--- src/rtl/piezo_alert_sched.sv ---
// Buzzer owner arbitration and melody sequencing for the piezo tone engine.
// Issues one note at a time and owns the repeat timer for periodic alerts.
module piezo_alert_sched #(
  parameter int FAST_SIM   = 1,
  parameter int REPEAT_CYC = 150_000_000
) (
  input  logic       clk,
  input  logic       rst_n,
  input  logic       too_fast_req,
  input  logic       batt_low_req,
  input  logic       en_steer_req,
  output logic       note_vld,
  input  logic       note_rdy,
  output logic [1:0] note_code,
  output logic [1:0] note_len,
  input  logic       note_done,
  output logic       note_abort,
  output logic [1:0] cur_src
);

  typedef enum logic [1:0] {
    IDLE,
    ISSUE,
    PLAY
  } state_e;

  localparam logic [27:0] RPT  = 28'(REPEAT_CYC);
  localparam logic [27:0] STEP = (FAST_SIM != 0) ? 28'd64 : 28'd1;

  localparam logic [1:0] SRC_NONE  = 2'd0;
  localparam logic [1:0] SRC_FAST  = 2'd1;
  localparam logic [1:0] SRC_BATT  = 2'd2;
  localparam logic [1:0] SRC_STEER = 2'd3;

  state_e      state_q, state_d;
  logic [2:0]  idx_q, idx_d;
  logic [1:0]  src_q, src_d;
  logic [1:0]  code_q, code_d;
  logic [1:0]  len_q, len_d;
  logic        vld_q, vld_d;
  logic        abort_q, abort_d;
  logic [27:0] tmr_q, tmr_d;

  logic        rpt_exp;
  logic        own_req;
  logic        last_idx;
  logic        preempt;
  logic [2:0]  nxt_idx;

  // {code, len} per melody index
  function automatic logic [3:0] melody(input logic [2:0] i);
    case (i)
      3'd0:    melody = {2'd0, 2'd1};
      3'd1:    melody = {2'd1, 2'd1};
      3'd2:    melody = {2'd2, 2'd1};
      3'd3:    melody = {2'd3, 2'd2};
      3'd4:    melody = {2'd2, 2'd0};
      default: melody = {2'd3, 2'd3};
    endcase
  endfunction

  assign rpt_exp = (tmr_q >= RPT);
  assign preempt = too_fast_req &&
                   ((src_q == SRC_BATT) || (src_q == SRC_STEER));

  always_comb begin
    own_req  = 1'b0;
    last_idx = 1'b0;
    nxt_idx  = idx_q + 3'd1;
    unique case (1'b1)
      (src_q == SRC_FAST): begin
        own_req  = too_fast_req;
        last_idx = (idx_q == 3'd2);
      end
      (src_q == SRC_BATT): begin
        own_req  = batt_low_req;
        last_idx = (idx_q == 3'd0);
        nxt_idx  = idx_q - 3'd1;
      end
      (src_q == SRC_STEER): begin
        own_req  = en_steer_req;
        last_idx = (idx_q == 3'd5);
      end
      default: ;
    endcase
  end

  always_comb begin
    state_d = state_q;
    idx_d   = idx_q;
    src_d   = src_q;
    code_d  = code_q;
    len_d   = len_q;
    vld_d   = 1'b0;
    abort_d = 1'b0;
    tmr_d   = rpt_exp ? tmr_q : tmr_q + STEP;
    unique case (state_q)
      IDLE: begin
        if (too_fast_req) begin
          state_d         = ISSUE;
          src_d           = SRC_FAST;
          idx_d           = 3'd0;
          vld_d           = 1'b1;
          {code_d, len_d} = melody(3'd0);
        end else if (rpt_exp && batt_low_req) begin
          state_d         = ISSUE;
          src_d           = SRC_BATT;
          idx_d           = 3'd5;
          vld_d           = 1'b1;
          {code_d, len_d} = melody(3'd5);
          tmr_d           = '0;
        end else if (rpt_exp && en_steer_req) begin
          state_d         = ISSUE;
          src_d           = SRC_STEER;
          idx_d           = 3'd0;
          vld_d           = 1'b1;
          {code_d, len_d} = melody(3'd0);
          tmr_d           = '0;
        end
      end
      ISSUE: begin
        if (preempt) begin
          src_d = SRC_FAST;
          idx_d = 3'd0;
        end else if (!own_req) begin
          state_d = IDLE;
          src_d   = SRC_NONE;
        end else if (vld_q && note_rdy) begin
          state_d = PLAY;
        end else begin
          // also re-raises vld after a preemption dropped it
          vld_d           = 1'b1;
          {code_d, len_d} = melody(idx_q);
        end
      end
      PLAY: begin
        if (preempt) begin
          state_d = ISSUE;
          abort_d = 1'b1;
          src_d   = SRC_FAST;
          idx_d   = 3'd0;
        end else if (!own_req) begin
          state_d = IDLE;
          abort_d = 1'b1;
          src_d   = SRC_NONE;
        end else if (note_done) begin
          if (last_idx && (src_q != SRC_FAST)) begin
            state_d = IDLE;
            src_d   = SRC_NONE;
          end else if (last_idx) begin
            state_d         = ISSUE;
            idx_d           = 3'd0;
            vld_d           = 1'b1;
            {code_d, len_d} = melody(3'd0);
          end else begin
            state_d         = ISSUE;
            idx_d           = nxt_idx;
            vld_d           = 1'b1;
            {code_d, len_d} = melody(nxt_idx);
          end
        end
      end
      default: state_d = IDLE;
    endcase
  end

  always_ff @(posedge clk or negedge rst_n) begin
    if (!rst_n) begin
      state_q <= IDLE;
      idx_q   <= '0;
      src_q   <= SRC_NONE;
      code_q  <= '0;
      len_q   <= '0;
      vld_q   <= 1'b0;
      abort_q <= 1'b0;
      tmr_q   <= '0;
    end else begin
      state_q <= state_d;
      idx_q   <= idx_d;
      src_q   <= src_d;
      code_q  <= code_d;
      len_q   <= len_d;
      vld_q   <= vld_d;
      abort_q <= abort_d;
      tmr_q   <= tmr_d;
    end
  end

  assign note_vld   = vld_q;
  assign note_code  = code_q;
  assign note_len   = len_q;
  assign note_abort = abort_q;
  assign cur_src    = src_q;

endmodule

--- config.mk ---
export PLATFORM = sky130hd
export DESIGN_NAME = piezo_alert_sched
export DESIGN_NICKNAME = d
export VERILOG_FILES = /design/src/rtl/piezo_alert_sched.sv
export SDC_FILE = /design/constraint.sdc
export NUM_CORES = 1
export LEC_CHECK = 0
export ABC_AREA = 1
export ABC_CLOCK_PERIOD_IN_PS = 4300
export CORE_MARGIN = 3
export CORE_UTILIZATION = 35
export DETAILED_ROUTE_END_ITERATION = 10
export PLACE_DENSITY_LB_ADDON = 0.1
export SLEW_MARGIN = 20
export SYNTH_ARGS = -nofsm -noshare
export SYNTH_HDL_FRONTEND = slang
export SYNTH_SLANG_ARGS = --single-unit
--- constraint.sdc ---
create_clock -name clk -period 4.3 [get_ports clk]
set_clock_uncertainty 0.2 [all_clocks]
set_input_delay 0.86 -clock clk [delete_from_list [all_inputs] [get_ports clk]]
set_output_delay 0.86 -clock clk [all_outputs]
set_load 0.005 [all_outputs]
==> metrics list, run 1 <==
* Result of the run: finished, final reports clean
- Compound-gate portion of the synthesized area: 9.28%
- The initial antenna violation count came to 0.
- Counting both buffers and inverters, the worst setup path holds a total of 2.
* Detailed-route DRC error count: 0
- Maximum fanout along the worst path: 21
- Final Hold Viols: 0
- Final hold analysis gives a worst-case slack of 0.278 ns.
- In this run the remaining antenna-violating nets after routing total 0.
- Final-report setup violation count: 0
* Gate power share: 43.3%
- STA classifies the critical path startpoint as an input pin.
* Combinational family with the most area after synthesis: simple AND/OR/NAND/NOR gates
* Adder-cell area share of the yosys netlist: 5.80%
- Clock-pin slew was measured on the worst setup and hold paths at 0.08 ns.
- Source-to-sink clock delay at the later pin of the worst-skew pair: 0.29 ns
- Across all layers, the routed design uses 2375 vias.
- The clock passes through at most 2 buffers.
* Total nets after synthesis: 408
- Overall track demand over capacity in global routing: 16.0%
- Peak supply drop: 0.000196 V
- Setup Buffers After CTS: 0
- Worst path slowest cell: o211ai_2
* Hold Buf Count CTS: 0
* Proportion of power drawn by the clock network: 22.7%
- The number of global-route vias before repair came to 2421.
- The repair_antennas step left the layout with diodes totalling 0.
* Actual transition at the worst max-transition pin: 0.896 ns
* P per Cell Area: 413 nW/um^2
- Total clock sinks: 35
* Die W: 92.0 microns
* Fill count: 754
- Relative contribution of sequential cells to total power: 34.0%
- The first TritonRoute pass finished after 4 iterations.
- Placement row count: 30
- The cell sitting at the root of the clock tree is a clkbuf_8.
- In this run the vertical extent of the chip is 92.0 microns.
* Post-synthesis instance total: 389
* Total core area: 6980 sq um
- After clock tree synthesis, the repair step resized 0 gates.
- The analysis attributes to cell leakage a power of 1.55 nW.
* H-Tree Level Count: 2
* Average cell area after synthesis: 6.65 sq um
- Total die area: 8460 sq um
- Most common cell after layout, fill and taps aside: nand2_1
- Setup TNS Final: 0 ns
- After global routing the overflow that remains totals 0.
- Setup Crit Path Kind: in -> reg
- Compared with the post-synthesis result, the final layout area differs by 12.4%.
- At the end of routability-driven placement, the weighted congestion stood at 0.883.
* Number of distinct library cells after synthesis: 32
- Across the run, the number of max-cap violations was 0.
- Maximum operating frequency: 393 MHz
* Max transition margin: 40.1%
- CP Data Arrival Time: 2.53 ns
* Post-route minimum period: 2.54 ns
- Mux share of post-synthesis cell area: 0%
- Setup crit end kind: register
- Post-synthesis share of cell area spent on xor and xnor gates: 3.05%
* Sw Pwr: 0.492 mW
- In the routed layout, each cell is associated on average with a via count of 4.73.
- Summed over all layers, the routed wires come to 6070 microns.
- The mapped netlist covers 2590 sq um.
* Period utilization: 59.2%
- Entering global routing, the biggest net connects 36 pins.
* Fraction of layout cells with a size suffix above 1: 7.39%
- Synthesized flop and latch total: 35
- In the final design database the tool counted 424 nets.
- Fraction of power spent switching nets: 41.0%
- Synth Area in Simple Gates: 38.4%
- Global-route wire length before repair: 11000 microns
- The final-report max-slew violation count came to 0.
- Summed over all nets, the half-perimeter wirelength after detailed placement is 4670 microns.
- Kind of cell with the highest combined delay on the critical path: compound AO/OA/AOI/OAI gates
* Number of buffers created by CTS: 5
- Critical path cell sequence: clkdlybuf4s50_1, nor2_1, o211ai_2, o21ai_0, inv_1
- Internal power comes to 0.709 mW.
* RSZ-0062 raised after global routing: false
* Slowest stage delay, CP: 0.49 ns
- Dividing the detail-routed wire length by the instance count gives 12.1 microns.
- The library cells used most frequently in the layout, excluding fill and tap cells, are nand2_1, inv_1, nor2_1, dfrtp_1, nand3_1.
- Once the floorplan was initialized, standard cells occupied 37.1% of the core.
* Path category of the worst min-delay check: reg -> reg
- Yosys synthesis warning count: 0
- In this run the tool buffered the top-level ports with 14 buffer cells.
* CTS tree: built
- Top-level port count: 15
- Post-synthesis sequential area ratio: 33.8%
- After the first detailed-routing iteration, the DRC count stood at 77.
- Required time of the critical path: 4.29 ns
## synth_stat cells, drive strengths merged
cell,instances,area (sq um)
o211ai,2,20.0
or2,1,6.26
ha,12,150
inv,57,214
nor2,48,200
nand2,128,505
nor3,10,55.1
a21oi,17,88.8
nand4,7,50.1
nand3,32,170
dfrtp,35,876
xnor2,2,17.5
nor4,1,6.26
a21o,1,7.51
o21ai,24,124
clkbuf,1,3.75
buf,4,31.3
xor2,7,61.3
## routing by layer
metal  part of all wire (%)  wire [microns]  vias to the layer above  global-route usage [%]
li1                       -               -                     1257                       -
met1                     45            2740                     1093                    18.9
met2                     52            3130                       20                    29.0
met3                    2.6             155                        5                    4.02
met4                   0.79              48                        0                    3.59
met5                      0               0                        -                       0
## power by group through the flow
stage	Combinational [mW]	Sequential, mW	Clock [mW]
global route	0.593	0.414	0.300
global placement	0.525	0.415	0
floorplan	0.365	0.405	0
detailed placement	0.527	0.414	0
finish	0.521	0.408	0.272
CTS	0.528	0.409	0.284
## flip-flops by register name (all words and copies together) (netlist names)
signal      cells
cur_src         2
idx_q           3
note_abort      1
note_code       2
note_len        2
note_vld        1
state_q         2
tmr_q          22
## worst register-to-register path: cells and delay by family, from the launching register on
kind | cells | cell delay, ns
AO/OA/AOI/OAI | 4 | 0.96
flip-flops | 1 | 0.40
AND/OR/NAND/NOR | 3 | 0.40
adder cells (fa/ha/maj) | 1 | 0.18
buffers and inverters | 1 | 0.07
## final cells by class
cell class / count / area [sq um] / share of cell area [%]
Clock buffer: 8 / 100 / 3.44
Inverter: 57 / 214 / 7.36
Multi-Input combinational cell: 292 / 1460 / 50.3
Sequential cell: 35 / 876 / 30.1
Tap cell: 96 / 120 / 4.13
Timing Repair Buffer: 14 / 135 / 4.65
## worst paths after layout
| kind | startpoint | to | slack, ns | depth (start not counted) |
|---|---|---|---|---|
| min in group asynchronous | rst_n | tmr_q[7]$_DFF_PN0_ | 0.46 | 1 |
| max in group asynchronous | rst_n | state_q[1]$_DFFE_PN0P_ | 2.91 | 1 |
| worst min-delay path | note_code[0]$_DFFE_PN0P_ | note_code[0]$_DFFE_PN0P_ | 0.28 | 2 |
| worst min register to register | note_code[0]$_DFFE_PN0P_ | note_code[0]$_DFFE_PN0P_ | 0.28 | 2 |
| worst max-delay path | too_fast_req | tmr_q[27]$_DFF_PN0_ | 1.76 | 5 |
| worst max register to register | tmr_q[6]$_DFF_PN0_ | tmr_q[13]$_DFF_PN0_ | 2.03 | 9 |
## logic make-up after synthesis
logic type                 Yosys count
DFF                                 35
and+or+nand+nor                    227
xor gates and xnor gates             9
buffers and inverters               62
adders and majority gates           12
AOI/OAI and AO/OA                   44
## per-stage QoR
stage | std cells | power [mW] | area [sq um] | setup slack (ns) | utilization (%)
detailed placement | 494 | 0.940 | 2810 | 1.40 | 40.2
global route | 502 | 1.31 | 2910 | 1.58 | 41.6
CTS | 502 | 1.22 | 2910 | 1.74 | 41.6
floorplan | 389 | 0.770 | 2590 | 2.34 | -
finish | 502 | 1.20 | 2910 | 1.76 | 41.6
global placement | 494 | 0.940 | 2810 | 1.48 | 40.2
(Power assumes the default switching activity.)
==> run 2, diff against run 1 <==
- ABC_CLOCK_PERIOD_IN_PS: 4300 -> 2640
- clock period: 4.3 -> 2.64 ns (I/O delays scaled with it)
==> run 2 against run 1 <==
Against the previous run:
- clock-buffer cell count shrank 3
- first-iteration DRC count shrank 13%
- non-clock buffer count grew 2
- design area grew 0.73%
- power grew 67%
- combinational power grew 65%
- die area is the same
- hold slack lost 0.15 ns
- cell count grew 0.20%
- sequential share of layout area shrank 0.22 points
- sequential power grew 64%
- critical path depth grew 5
- critical endpoint is now idx_q[0]$_DFFE_PN0P_
- largest power group unchanged
- highest routed layer unchanged
==> metrics list, run 2 (synthesis results as in run 1) <==
- The flow ran to the end, and the final reports show no timing, DRC or antenna violations.
- The final-report max-slew violation count was 0.
- Max transition margin: 47.2%
* Number of nets in the layout: 426
- Global-route wire length before repair: 10600 microns
- Router iterations before antenna repair: 4
- The total area inside the core boundary comes to 6980 sq um.
* Placement row count: 30
- Slowest stage delay, CP: 0.42 ns
- The worst setup path is captured at a register.
- The HPWL after detailed placement is 4640 microns.
- The first routing iteration left 67 violations.
- Overall track demand over capacity in global routing: 15.4%
* Count of antenna diodes in the layout: 0
* Period utilization: 83.3%
- The slowest stage of the critical path is the dfrtp_1 cell.
- Worst path most repeated cell: nand2_1
- Fraction of layout cells with a size suffix above 1: 7.86%
* Most frequent cells in the layout: nand2_1, inv_1, nor2_1, dfrtp_1, nand3_1
* Combined buffer and inverter count along the critical path: 1
- Kind of cell with the highest combined delay on the critical path: simple AND/OR/NAND/NOR gates
- Most common cell after layout, fill and taps aside: nand2_1
* RSZ-0062 raised after global routing: false
* P per Cell Area: 683 nW/um^2
- The number of global-route vias before repair came to 2262.
- After global routing the overflow that remains totals 0.
- Number of buffers created by CTS: 5
* LEAKAGE: 1.56 nW
- The routed design has 6050 microns of wire.
- For this design, the sink count on the clock tree is 35.
- The routed layout has 2397 vias.
- Measured along the x axis, the die boundary spans 92.0 microns.
- Setup slack closes at 0.440 ns.
* Minimum setup slack after placement: 0.272 ns
- For the worst setup path, the data arrival time is 2.18 ns.
* Actual transition at the worst max-transition pin: 0.792 ns
- Peak supply drop: 0.000319 V
* Input/output buffers: 14
- H-Tree Level Count: 2
- Final ANT Viol Nets: 0
- In this run the count of I/O pins placed on the die edge is 15.
- Hold Buf Count CTS: 0
- The register with the most flip-flops in the final layout is tmr_q.
* Post-route minimum period: 2.20 ns
- The register with the most flip-flops in the layout has 22 of them.
- The critical path goes through inv_1, ha_1, nand2_1, nor2_1, nor2_2, nand3_1, a21oi_1, nand2_2, nand2_1, nand2_1.
- Setup violations remaining at the end of the flow were counted as 0.
* Setup TNS Final: 0 ns
- Entering global routing, the biggest net connects 36 pins.
* Routed wire per std cell: 12.0 microns
- The congestion estimate from routability-driven global placement came to 0.870.
- Total die area: 8460 sq um
- TritonCTS built the clock tree.
- Setup Buffers After CTS: 0
- STA puts the critical path data required time at 2.62 ns.
- After clock tree synthesis, the clock-pin slew on the worst setup and hold paths is 0.07 ns.
* Path category of the worst min-delay check: in -> async
* Initial Utilization: 37.1%
- Largest registers: tmr_q (22), idx_q (3)
- The area growth from synthesis to layout is 13.2%.
* Depth of the most critical reg-to-reg path: 10
* Bufs on Longest Clock Path: 2
- Number of antenna violations at the first check in global routing: 0
- Count of max-cap constraint violations: 0
- Clock tree synthesis selected as its root buffer the cell clkbuf_8.
- The critical path runs through a total of 10 cells.
- Detailed-route DRC error count: 0
* Vertical die dimension: 92.0 microns
* Via density per instance: 4.77
* Maximum operating frequency: 455 MHz
* Final Hold Viols: 0
- Once the clock tree was built, the resizer swapped 0 gates to a different size.
* Startpoint types: register
* Source-to-sink clock delay at the later pin of the worst-skew pair: 0.29 ns
* Maximum fanout along the worst path: 7
- Setup Crit Path Kind: reg -> reg
run 2: worst register-to-register path: cells and delay by family, from the launching register on:
| kind | cells | cell delay [ns] |
|---|---|---|
| AO/OA/AOI/OAI | 1 | 0.32 |
| adder cells (fa/ha/maj) | 1 | 0.24 |
| buffers and inverters | 1 | 0.15 |
| flip-flops | 1 | 0.42 |
| AND/OR/NAND/NOR | 7 | 0.76 |
run 2: where the power goes:
| part | switching, mW | internal, mW |
|---|---|---|
| Combinational | 0.536 | 0.324 |
| Clock | 0.196 | 0.276 |
| Sequential | 0.0693 | 0.599 |
| Total | 0.801 | 1.20 |
run 2: layout make-up:
cell class / instances / area [sq um]
clock inverters: 2 / 37.5
clock buffers: 5 / 68.8
inverters: 57 / 214
repair buffers: 16 / 150
fillers: 755 / 4050
well taps: 96 / 120
flip-flops and latches: 35 / 876
multi-input cells: 292 / 1460
run 2: metrics by stage:
stage | hold WS (ns) | total power, mW | cell area [sq um] | util, % | std cells
floorplan | 0.0324 | 1.25 | 2590 | - | 389
detailed placement | 0.260 | 1.54 | 2820 | 40.4 | 496
global route | 0.196 | 2.17 | 2930 | 42.0 | 503
finish | 0.125 | 2.00 | 2930 | 42.0 | 503
CTS | 0.153 | 2.03 | 2930 | 42.0 | 503
global placement | 0.259 | 1.55 | 2820 | 40.4 | 496
run 2: path summary, 6_finish.rpt:
| check | startpoint | to | slack (ns) |
|---|---|---|---|
| min reg2reg | note_code[0]$_DFFE_PN0P_ | note_code[0]$_DFFE_PN0P_ | 0.27 |
| max in group asynchronous | rst_n | tmr_q[17]$_DFF_PN0_ | 1.62 |
| min in group clk | note_code[0]$_DFFE_PN0P_ | note_code[0]$_DFFE_PN0P_ | 0.27 |
| min | rst_n | tmr_q[6]$_DFF_PN0_ | 0.12 |
| max reg2reg | idx_q[0]$_DFFE_PN0P_ | idx_q[0]$_DFFE_PN0P_ | 0.44 |
| max | idx_q[0]$_DFFE_PN0P_ | idx_q[0]$_DFFE_PN0P_ | 0.44 |
run 2: routing by layer:
layer | part of all wire, % | GRT usage [%]
met3 | 3.1 | 2.95
met4 | 2.4 | 5.69
met5 | 0 | 0
met1 | 46 | 19.5
met2 | 48 | 26.1
==> run 3, diff against run 2 <==
- ABC_CLOCK_PERIOD_IN_PS: 2640 -> 2150
- clock period: 2.64 -> 2.15 ns (I/O delays scaled with it)
==> run 3 against run 2 <==
Against the previous run:
- sequential share of layout area down 2.2 points
- maximum frequency rose by 11%
- critical path depth is 1 lower
- clock power rose by 35%
- critical path type unchanged
==> metrics list, run 3 (synthesis results as in run 1) <==
- Result of the run: finished, final reports clean
- The initial antenna violation count came to 0.
- For the worst setup path, the data arrival time is 1.98 ns.
* Number of design-rule violations left by the first detailed-router iteration: 95
- Leaving out fill and tap cells, the most frequent cell in the layout is nand2_1.
* Input/output buffers: 14
- For this design the top-level I/O count stands at 15.
- The net count of the finished layout is 445.
- Worst path most repeated cell: nand2_1
- The total overflow left after global routing is 0.
* Overall track demand over capacity in global routing: 15.5%
- The later pin in the worst-skew pair is clocked with a latency of 0.29 ns.
- The clock period could shrink to 1.99 ns.
- Actual transition at the worst max-transition pin: 0.452 ns
- Of the cells placed in the final design, the portion with a size suffix greater than 1 is 14.5%.
- Entering global routing, the biggest net connects 36 pins.
- The total count of hold-check failures in the final report is 0.
- The worst hold path passes through 2 cells.
* Total number of vias: 2482
- For this design the ratio of total power to cell area is 825 nW/um^2.
- Largest registers: tmr_q (22), idx_q (3)
* Worst setup margin: 0.160 ns
* Number of buffers created by CTS: 5
- TritonCTS built the clock tree.
- Detailed placement ended at an HPWL of 4780 microns.
* DP Area: 2940 sq um
* Maximum fanout along the worst path: 4
* Period utilization: 92.6%
* Final design instance area without fill: 3170 sq um
- The die covers 8460 sq um.
* Total clock sinks: 35
* Minimum setup slack after placement: -0.0298 ns
- CTS built an H-tree with a depth of 2.
- In this run the clock root is driven by a clkbuf_8.
- The final-report max-slew violation count is 0.
* Placement row count: 30
* Count of max-cap constraint violations: 0
- In this run the static leakage power is 1.67 nW.
- Number of global-route vias before repair: 2283
- The library cells used most frequently in the layout, excluding fill and tap cells, are nand2_1, inv_1, nor2_1, dfrtp_1, nand3_1.
- The repair_antennas step left the layout with diodes totalling 0.
* Reg clk slew, reported paths: 0.08 ns
* Path category of the worst min-delay check: reg -> reg
* Hold wc startpoint: note_code[0]$_DFFE_PN0P_
- Maximum operating frequency: 503 MHz
- Final-report setup violation count: 0
- The worst register-to-register path begins at idx_q[0]$_DFFE_PN0P_.
- For this run, the detailed router's first-pass iteration total came to 4.
- The number of cells on the worst reg-to-reg path is 9.
* Total routed wirelength: 6260 microns
- Bufs on Longest Clock Path: 2
- Among all stages on the critical path, the largest delay is contributed by dfrtp_1.
- The count of nets left with antenna violations once routing finished came out at 0.
- Routability-driven placement finished with a final weighted congestion of 0.885.
- The worst register-to-register path has a setup slack of 0.16 ns.
* Peak supply drop: 0.000591 V
- Global-route wire length before repair: 10600 microns
* Die W: 92.0 microns
- Required time of the critical path: 2.14 ns
* Detailed-route DRC error count: 0
* Register area: 877 sq um
- Summing all multi-input logic gate instances after layout gives 1530 sq um.
- The path with the worst hold slack has its endpoint at note_code[0]$_DFFE_PN0P_.
- In this run the worst setup path begins at idx_q[0]$_DFFE_PN0P_.
- Setup crit end kind: register
- Via density per instance: 4.75
* Register bank with the most flops: tmr_q
* Fill count: 749
- Final hold analysis gives a worst-case slack of 0.279 ns.
- In this design, the stage delay of the slowest critical-path cell is 0.42 ns.
* Vertical die dimension: 92.0 microns
* Initial Utilization: 37.1%
* Critical path cell sequence: ha_2, ha_1, or2_1, nand3_1, nand2_1, o21ai_0, nand2_1, nand2_1, nand2_1
* Startpoint types: register
- The register with the most flip-flops in the layout has 22 of them.
- The worst register-to-register path ends at note_len[0]$_DFFE_PN0P_.
* Max transition margin: 69.9%
- Setup Crit Path Kind: reg -> reg
* Total core area: 6980 sq um
- From synthesis to final layout, the design area changed by 22.4%.
* Routed wire per std cell: 12.0 microns
==> run 3: metal layers <==
layer | vias to the layer above | part of all wire (%) | track usage [%]
met1 | 1129 | 45 | 19.1
met5 | - | 0 | 0
met3 | 13 | 3.0 | 3.77
met4 | 0 | 1.6 | 5.07
met2 | 45 | 50 | 26.5
li1 | 1295 | - | -
==> run 3: area by class of cell <==
cell class / count / share of cell area [%]
Multi-Input combinational cell: 292 / 48.3
Tap cell: 96 / 3.79
Timing Repair Buffer: 35 / 9.72
Clock inverter: 2 / 1.11
Sequential cell: 35 / 27.7
Clock buffer: 6 / 2.61
Inverter: 57 / 6.75
==> run 3: where the power goes <==
part           total [mW]  leakage, nW  internal, mW  switching (mW)
combinational        1.17         1.16         0.469           0.705
sequential          0.803        0.453         0.738          0.0653
clock               0.636       0.0612         0.376           0.260
total                2.61         1.67          1.58            1.03
==> run 3: worst max path at each step <==
stage,to,depth (start not counted)
global placement,note_code[1]$_DFFE_PN0P_,9
CTS,idx_q[0]$_DFFE_PN0P_,11
floorplan,note_code[0]$_DFFE_PN0P_,12
global route,note_len[0]$_DFFE_PN0P_,12
finish,note_len[0]$_DFFE_PN0P_,9
detailed placement,note_code[1]$_DFFE_PN0P_,9
==> run 3: critical path: cells and delay by family, from the launching register on <==
kind                     cells  cell delay, ns
flip-flops                   1            0.42
adder cells (fa/ha/maj)      2            0.46
AO/OA/AOI/OAI                1            0.15
AND/OR/NAND/NOR              6            0.67
==> run 3: timing repair <==
| action | in CTS | in global routing |
|---|---|---|
| resized for setup | 0 | 19 |
| endpoints found under the hold margin | 35 | 0 |
| buffers inserted | 0 | 4 |
| endpoints found under the setup margin | 0 | 21 |
| hold buffers | 1 | 0 |
==> run 3: through the flow <==
step           setup TNS [ns]  util [%]  cells  power (mW)
2_1_floorplan               0         -    389        1.54
3_3_place_gp                0      42.1    510        1.96
3_5_place_dp           -0.109      42.1    510        1.95
4_1_cts                     0      43.9    519        2.61
5_1_grt               -0.0149      45.4    523        2.83
6_report                    0      45.4    523        2.61
